`config.mk`:
```
export PLATFORM = sky130hd
export DESIGN_NAME = memory_bus_arbiter
export DESIGN_NICKNAME = d
export VERILOG_FILES = /design/src/rtl/memory_bus_arbiter.sv
export SDC_FILE = /design/constraint.sdc
export NUM_CORES = 1
export LEC_CHECK = 0
export CORE_AREA = 2 2 120 122
export DETAILED_ROUTE_END_ITERATION = 7
export DIE_AREA = 0 0 122 124
export GPL_TIMING_DRIVEN = 0
export SETUP_SLACK_MARGIN = 0.15
export SLEW_MARGIN = 10
export SYNTH_ARGS = -nofsm -noshare
export SYNTH_HDL_FRONTEND = slang
export SYNTH_SLANG_ARGS = --single-unit
```
`constraint.sdc`:
```
create_clock -name Clock -period 1.7 [get_ports Clock]
set_input_delay 0.17 -clock Clock [delete_from_list [all_inputs] [get_ports Clock]]
set_output_delay 0.17 -clock Clock [all_outputs]
set_load 0.005 [all_outputs]
```
`src/rtl/memory_bus_arbiter.sv`:
```
// Two-master round-robin arbiter for the shared external memory bus.
// Ownership is held per bus cycle; a watchdog aborts unacknowledged cycles.
module memory_bus_arbiter #(
    parameter int unsigned TimeoutCycles = 255
) (
    input  logic        Clock,
    input  logic        Reset,
    input  logic        M0Cycle,
    input  logic        M0Strobe,
    input  logic        M0ReadWrite,
    input  logic [31:0] M0Address,
    input  logic [31:0] M0DataOut,
    output logic        M0Acknowledge,
    output logic        M0Stall,
    output logic [31:0] M0DataIn,
    output logic        M0Error,
    input  logic        M1Cycle,
    input  logic        M1Strobe,
    input  logic        M1ReadWrite,
    input  logic [31:0] M1Address,
    input  logic [31:0] M1DataOut,
    output logic        M1Acknowledge,
    output logic        M1Stall,
    output logic [31:0] M1DataIn,
    output logic        M1Error,
    output logic        BusCycle,
    output logic        BusStrobe,
    output logic        BusReadWrite,
    output logic [31:0] MemoryAddress,
    output logic [31:0] MemoryDataOut,
    input  logic        BusAcknowledge,
    input  logic        BusStall,
    input  logic [31:0] MemoryDataIn,
    output logic [1:0]  Owner
);

    localparam int unsigned CW =
        (TimeoutCycles > 0) ? $clog2(TimeoutCycles + 1) : 1;
    localparam logic [CW-1:0] TMAX = CW'(TimeoutCycles);
    localparam bit WDOG_ON = (TimeoutCycles != 0);

    typedef enum logic [1:0] {
        OWN_NONE = 2'b00,
        OWN_M0   = 2'b01,
        OWN_M1   = 2'b10
    } owner_e;

    owner_e        owner_q, owner_d;
    logic          last_q, last_d;
    logic          lock0_q, lock0_d;
    logic          lock1_q, lock1_d;
    logic [CW-1:0] cnt_q, cnt_d;

    logic own_cyc;
    logic timeout;
    logic elig0;
    logic elig1;

    assign own_cyc = ((owner_q == OWN_M0) && M0Cycle)
                  || ((owner_q == OWN_M1) && M1Cycle);
    assign timeout = WDOG_ON && (owner_q != OWN_NONE)
                  && (cnt_q == TMAX);
    assign elig0 = M0Cycle && !lock0_q;
    assign elig1 = M1Cycle && !lock1_q;

    always_ff @(posedge Clock or negedge Reset) begin
        if (!Reset) begin
            owner_q <= OWN_NONE;
            last_q  <= 1'b1;
            lock0_q <= 1'b0;
            lock1_q <= 1'b0;
            cnt_q   <= '0;
        end else begin
            owner_q <= owner_d;
            last_q  <= last_d;
            lock0_q <= lock0_d;
            lock1_q <= lock1_d;
            cnt_q   <= cnt_d;
        end
    end

    always_comb begin
        owner_d = owner_q;
        last_d  = last_q;
        lock0_d = lock0_q && M0Cycle;
        lock1_d = lock1_q && M1Cycle;
        cnt_d   = cnt_q;
        if (timeout) begin
            owner_d = OWN_NONE;
            cnt_d   = '0;
            if (owner_q == OWN_M0) begin
                lock0_d = 1'b1;
            end else begin
                lock1_d = 1'b1;
            end
        end else begin
            // Re-arbitrate whenever the bus is free or the owner let go.
            if (!own_cyc) begin
                if (elig0 && elig1) begin
                    owner_d = last_q ? OWN_M0 : OWN_M1;
                    last_d  = ~last_q;
                end else if (elig0) begin
                    owner_d = OWN_M0;
                    last_d  = 1'b0;
                end else if (elig1) begin
                    owner_d = OWN_M1;
                    last_d  = 1'b1;
                end else begin
                    owner_d = OWN_NONE;
                end
            end
            if ((owner_d != owner_q) || BusAcknowledge) begin
                cnt_d = '0;
            end else if (WDOG_ON && own_cyc && (cnt_q != TMAX)) begin
                cnt_d = cnt_q + CW'(1);
            end
        end
    end

    always_comb begin
        BusCycle      = 1'b0;
        BusStrobe     = 1'b0;
        BusReadWrite  = 1'b0;
        MemoryAddress = '0;
        MemoryDataOut = '0;
        M0Acknowledge = 1'b0;
        M1Acknowledge = 1'b0;
        M0Stall       = 1'b1;
        M1Stall       = 1'b1;
        M0DataIn      = '0;
        M1DataIn      = '0;
        M0Error       = 1'b0;
        M1Error       = 1'b0;
        Owner         = owner_q;
        unique case (owner_q)
            OWN_M0: begin
                BusCycle      = M0Cycle && !timeout;
                BusStrobe     = M0Strobe && !timeout;
                BusReadWrite  = M0ReadWrite;
                MemoryAddress = M0Address;
                MemoryDataOut = M0DataOut;
                M0Acknowledge = BusAcknowledge;
                M0Stall       = BusStall;
                M0DataIn      = MemoryDataIn;
                M0Error       = timeout;
            end
            OWN_M1: begin
                BusCycle      = M1Cycle && !timeout;
                BusStrobe     = M1Strobe && !timeout;
                BusReadWrite  = M1ReadWrite;
                MemoryAddress = M1Address;
                MemoryDataOut = M1DataOut;
                M1Acknowledge = BusAcknowledge;
                M1Stall       = BusStall;
                M1DataIn      = MemoryDataIn;
                M1Error       = timeout;
            end
            default: begin
            end
        endcase
    end

endmodule
```
Yosys cells after proc, flatten, opt, wreduce, memory -nomap -nowiden
Cells that the tools add are included.

Output and inout port bits: 139. Logic and storage cells: 66. Flip-flop bits (word level): 13. Input bits: 170.

Eq/ne operators: 5. Add/subtract/negate cells: 1. Bitwise operators: 3. Reduce and logical (&&, ||, !) cells: 22. Multiplexer cells: 30.

Operators by type and width (count): $pmux W32 S2 (2); $mux W32 (2); $mux W8 (3); $mux W2 (7); $logic_and A1 B1 Y1 (13); $mux W1 (13); $add A8 B1 Y8 const B (1); $eq A8 B8 Y1 const B (1); $ne A8 B8 Y1 const B (1); $pmux W1 S2 (3); $reduce_bool A3 Y1 (2); $logic_not A1 Y1 (3); $not A1 Y1 (3); $reduce_and A3 Y1 (1); $eq A2 B1 Y1 const B (1); $eq A2 B2 Y1 const B (1); $logic_or A1 B1 Y1 (2); $ne A2 B2 Y1 (1); $reduce_bool A2 Y1 (1).

Longest topological paths before layout
Depth in word-level cells: 11. Gate-level depth with buffers: 8.

Worst setup path before layout
No wires, ideal clock.

Path type: flip-flop to output port. Start: reg owner_q[0] (netlist: Owner[0]). End: out MemoryAddress[18]. Stages on the path, launching flop included: 8. Arrival time: 1.603 ns. Setup slack: -0.073 ns. Path buffers: 3. Path through: dfrtp_1 > inv_1 > ha_1 > clkbuf_1 > clkbuf_1 > buf_1 > a22oi_1 > nor2b_1.

Longest elaborated chain between the ends: 2. Elaborated cells between the ends (all ways): 3. Classes of those cells: eq/ne: 2; mux: 1.

Ends and longest elaborated chain: start, declared (line 48) `owner_e owner_q, owner_d;`; start signal, assigned (line 74) `owner_q <= owner_d;`; $eq A2 B2 Y1 or $eq A2 B1 Y1 (tied branches) (line 135) `unique case (owner_q)`; $pmux W32 S2 (*) (line 135); end, declared (line 29) `output logic [31:0] MemoryAddress,`.

Mark *: on every way between the ends. The rest lies on a longest branch, timed or not.

Worst setup path after layout
Start: reg owner_q[0] (netlist: Owner[0]). End: out MemoryDataOut[5].

Longest elaborated chain between the ends: 2. Elaborated cells between the ends (all ways): 3. Classes of those cells: eq/ne: 2; mux: 1.

Ends and longest elaborated chain: $eq A2 B2 Y1 or $eq A2 B1 Y1 (tied branches) (line 135); $pmux W32 S2 (*) (line 135); end, declared (line 30) `output logic [31:0] MemoryDataOut,`.

Marks and branches as above.

==> summary.md <==
| Metric | Value |
|---|---|
| RSZ-0062 raised after global routing | `true` |
| Max-cap violations | `0` |
| Net Sw Frac | `0.3680` |
| Final min period | `1966 ps` |
| Setup-failing EPs final | `145` |
| Clk pin slew, worst setup/hold paths | `50 ps` |
| Syn Std Cell Area | `0.002215 mm2` |
| HPWL Detailed | `11.94 mm` |
| Reg2Reg Setup Slack | `-140 ps` |
| Required time worst endpoint | `1530 ps` |
| FF-to-FF Start | `Owner[0]` |
| Syn_nets | `481` |
| Worst Path Max Fanout | `6` |
| Comb pwr share | `0.910` |
| Seq/Total Area, Yosys | `0.1475` |
| Sequential Power Share | `0.043` |
| Clock insertion delay at the later pin of the skew report | `240 ps` |
| Setup CP Type | `flip-flop to output port` |
| Seq cells post-synth | `13` |
| Core Region | `0.01372 mm2` |
| P_leak | `3.191 nW` |
| Rows | `43` |
| P_int | `6.074 mW` |
| Global-route wire length before repair | `23.28 mm` |
| DRC | `0` |
| Post-route clock period utilization | `1.156` |
| Chip width | `122 um` |
| Worst setup startpoint | `Owner[0]` |
| Outcome | `finished with violations` |
| Area growth syn-to-layout | `231.9%` |
| Placer Congestion | `0.8196` |
| PD cells | `1308 mW/mm2` |
| IO buf count | `308` |
| CP Launch Type | `flip-flop` |
| Initial Util | `0.1614` |
| Skew final | `3.629 ps` |
| Final Max Slew Viols | `0` |
| Initial antenna violation count | `0` |
| Grt met3 use | `0.03068` |
| # nets final | `876` |
| TritonCTS Buffers | `3` |
| TritonRoute pass-1 iters | `4` |
| Fmax | `508.7 MHz` |
| Layout fillers | `1249` |
| Synth warn | `0` |
| Worst EP arrival | `1800 ps` |
| Gate count after technology mapping | `307` |
| Multi-input combinational cell area | `0.002379 mm2` |
| Pin count of the biggest net entering global routing | `14` |
| Avg Cell Area, Syn | `7.214 um2` |
| GR peak layer | `met2` |
| Met2 GRT Util | `0.3792` |
| Total wire length | `17.08 mm` |
| Worst setup margin | `-265.9 ps` |
| Peak VDD IR | `0.0005475 V` |
| NetSw | `3.536 mW` |
| R2R Path End | `cnt_q[6]` |
| N_diodes | `0` |
| H-tree Lvls | `1` |
| GRT Total Usage | `0.1997` |
| Non-Filler Instances | `881` |
| R2R depth | `8` |
| Max-slew headroom | `0.5908` |
| CTS tree | `done` |
| Failing checks | `negative setup slack` |
| Longest Clk Path Bufs | `2` |
| Antenna Nets Post-Route | `0` |
| Critical Path End | `MemoryDataOut[5]` |
| CTS root buffer | `clkbuf_16` |
| Die area | `0.01513 mm2` |
| Critical path endpoint category | `output port` |
| Post-route cell area | `0.007350 mm2` |
| M1 GR Usage | `0.2418` |
| GR Overflow Total | `0` |
| DR vias | `3998` |
| Vias in the first global route | `4093` |
| Unique masters post-synth | `36` |
| Slew @ Worst Pin | `611.9 ps` |
| Placed instance area | `0.005550 mm2` |
| Final Hold Viols | `0` |
| Mean routed wirelength per cell | `19.38 um` |
| Share of total power in the clock network | `0.047` |
| CTS Sinks | `13` |
| Inst Count DP | `795` |
| Via/cell ratio | `4.538` |
| Register area | `329.1 um2` |
| HP Class | `input port to async pin` |
| Tot Pwr | `9.610 mW` |
| Boundary Pins | `309` |
| Share of cells above drive strength 1 | `0.5792` |
| Setup TNS | `-20750 ps` |
| Drt initial violations | `158` |
| DIE HEIGHT | `124 um` |
power by group through the flow:
stage / logic [mW] / registers, mW / clock network (mW)
after detailed placement: 5.45 / 0.414 / 0
after floorplan: 2.37 / 0.399 / 0
after global placement: 5.43 / 0.409 / 0
after global routing: 9.29 / 0.424 / 0.461
final: 8.74 / 0.415 / 0.450
after CTS: 7.75 / 0.416 / 0.449
registers in the layout (all words and copies together), names as in the netlist:
register / flops
Owner: 2
lock0_q: 1
cnt_q: 8
lock1_q: 1
last_q: 1
synth_stat cells:
cell type | n | area, um2
and4b_1 | 1 | 10.01
o21ai_1 | 1 | 5.000
a211oi_2 | 2 | 25.02
xnor2_1 | 2 | 17.52
nor2b_1 | 66 | 412.9
o211ai_1 | 2 | 15.01
nor2_1 | 9 | 33.78
a21oi_1 | 3 | 15.01
mux2i_1 | 3 | 30.03
or4_1 | 1 | 7.510
a21o_1 | 1 | 7.510
or3b_1 | 1 | 8.760
or3_1 | 1 | 6.260
and3_1 | 3 | 18.77
xor2_1 | 3 | 26.28
and2_1 | 68 | 425.4
buf_1 | 4 | 15.01
clkbuf_1 | 27 | 101.4
ha_1 | 4 | 50.05
a22oi_1 | 66 | 495.5
a22o_1 | 1 | 8.760
a311o_1 | 1 | 10.01
o21ai_0 | 1 | 5.000
nor3_1 | 2 | 10.01
a31oi_1 | 1 | 6.260
dfrtp_1 | 12 | 300.3
nand2_1 | 4 | 15.01
o211a_1 | 1 | 10.01
nand3_1 | 3 | 15.01
a41oi_1 | 2 | 17.52
nor2b_4 | 1 | 13.76
nand4_1 | 3 | 18.77
dfstp_2 | 1 | 26.28
inv_1 | 3 | 11.26
nand2b_1 | 2 | 12.51
nand3b_1 | 1 | 7.510
worst max-delay path, cell delays in order, from the launching register on:
cell       delay [ps]
dfrtp_2           430
buf_6             130
ha_4              200
clkbuf_16         190
buf_8             130
buf_4             120
a22oi_2           140
nor2b_1            60
buf_2             130
what timing repair did:
| action | CTS | global route |
|---|---|---|
| pin swaps | 89 | 23 |
| cloned | 13 | 3 |
| setup buffers | 52 | 14 |
| hold buffers | 0 | 0 |
| setup endpoints to repair | 150 | 151 |
| resized for setup | 773 | 134 |
logic make-up (layout without fill, tap and decap cells):
family,count (synthesis),count (layout),share of synthesized area
flip-flops,13,13,0.1475
AO/OA/AOI/OAI,82,82,0.2802
buffers and inverters,34,428,0.05763
XOR/XNOR,5,5,0.01978
AND/OR/NAND/NOR,166,166,0.4588
adder cells (fa/ha/maj),4,4,0.02260
multiplexers,3,3,0.01356
worst min-delay path by stage:
stage | from | endpoint | slack, ps | cells after the start
finish | Reset | cnt_q[6] | 310 | 1
global route | Reset | cnt_q[6] | 360 | 1
CTS | Reset | cnt_q[6] | 320 | 1
detailed placement | lock1_q | lock1_q | 520 | 2
global placement | lock1_q | lock1_q | 490 | 2
floorplan | Reset | Owner[0] | -130 | 0
cells in the final DEF (no fill, tap or decap), types with 3 or more instances in the layout:
| master | netlist | layout |
|---|---|---|
| and3_1 | 3 | 3 |
| a22oi_2 | 0 | 64 |
| nand4_1 | 3 | 3 |
| buf_4 | 0 | 29 |
| clkbuf_16 | 0 | 21 |
| dfrtp_1 | 12 | 10 |
| and2_4 | 0 | 62 |
| clkbuf_8 | 0 | 5 |
| buf_12 | 0 | 4 |
| clkbuf_2 | 0 | 10 |
| mux2i_1 | 3 | 3 |
| buf_2 | 0 | 64 |
| nor2_1 | 9 | 8 |
| buf_8 | 0 | 19 |
| ha_4 | 0 | 4 |
| nor2b_1 | 66 | 65 |
| and2_1 | 68 | 6 |
| xor2_1 | 3 | 3 |
| buf_6 | 0 | 98 |
| nand2_1 | 4 | 3 |
| clkdlybuf4s50_1 | 0 | 168 |
metrics by stage:
stage	hold WS (ps)	setup WS (ps)	util
after floorplan	-125.6	72.53	-
after global placement	491.0	-846.5	0.4046
after detailed placement	520.1	-896.1	0.4046
after CTS	324.0	-296.1	0.4954
after global routing	363.7	-321.2	0.5357
final	311.1	-265.9	0.5357
routing by layer:
metal	routed length, um	vias up
li1	-	1885
met1	6610	1881
met2	8966	214
met3	1262	18
met4	237	0
met5	0	-
area by class of cell:
type / count / share of cell area
Buffer: 31 / 0.07746
Sequential cell: 13 / 0.04477
Tap cell: 180 / 0.03064
Inverter: 3 / 0.002213
Multi-Input combinational cell: 260 / 0.3236
Clock buffer: 4 / 0.01073
Timing Repair Buffer: 390 / 0.5106
Note: power is estimated with default switching activity, not from simulation.
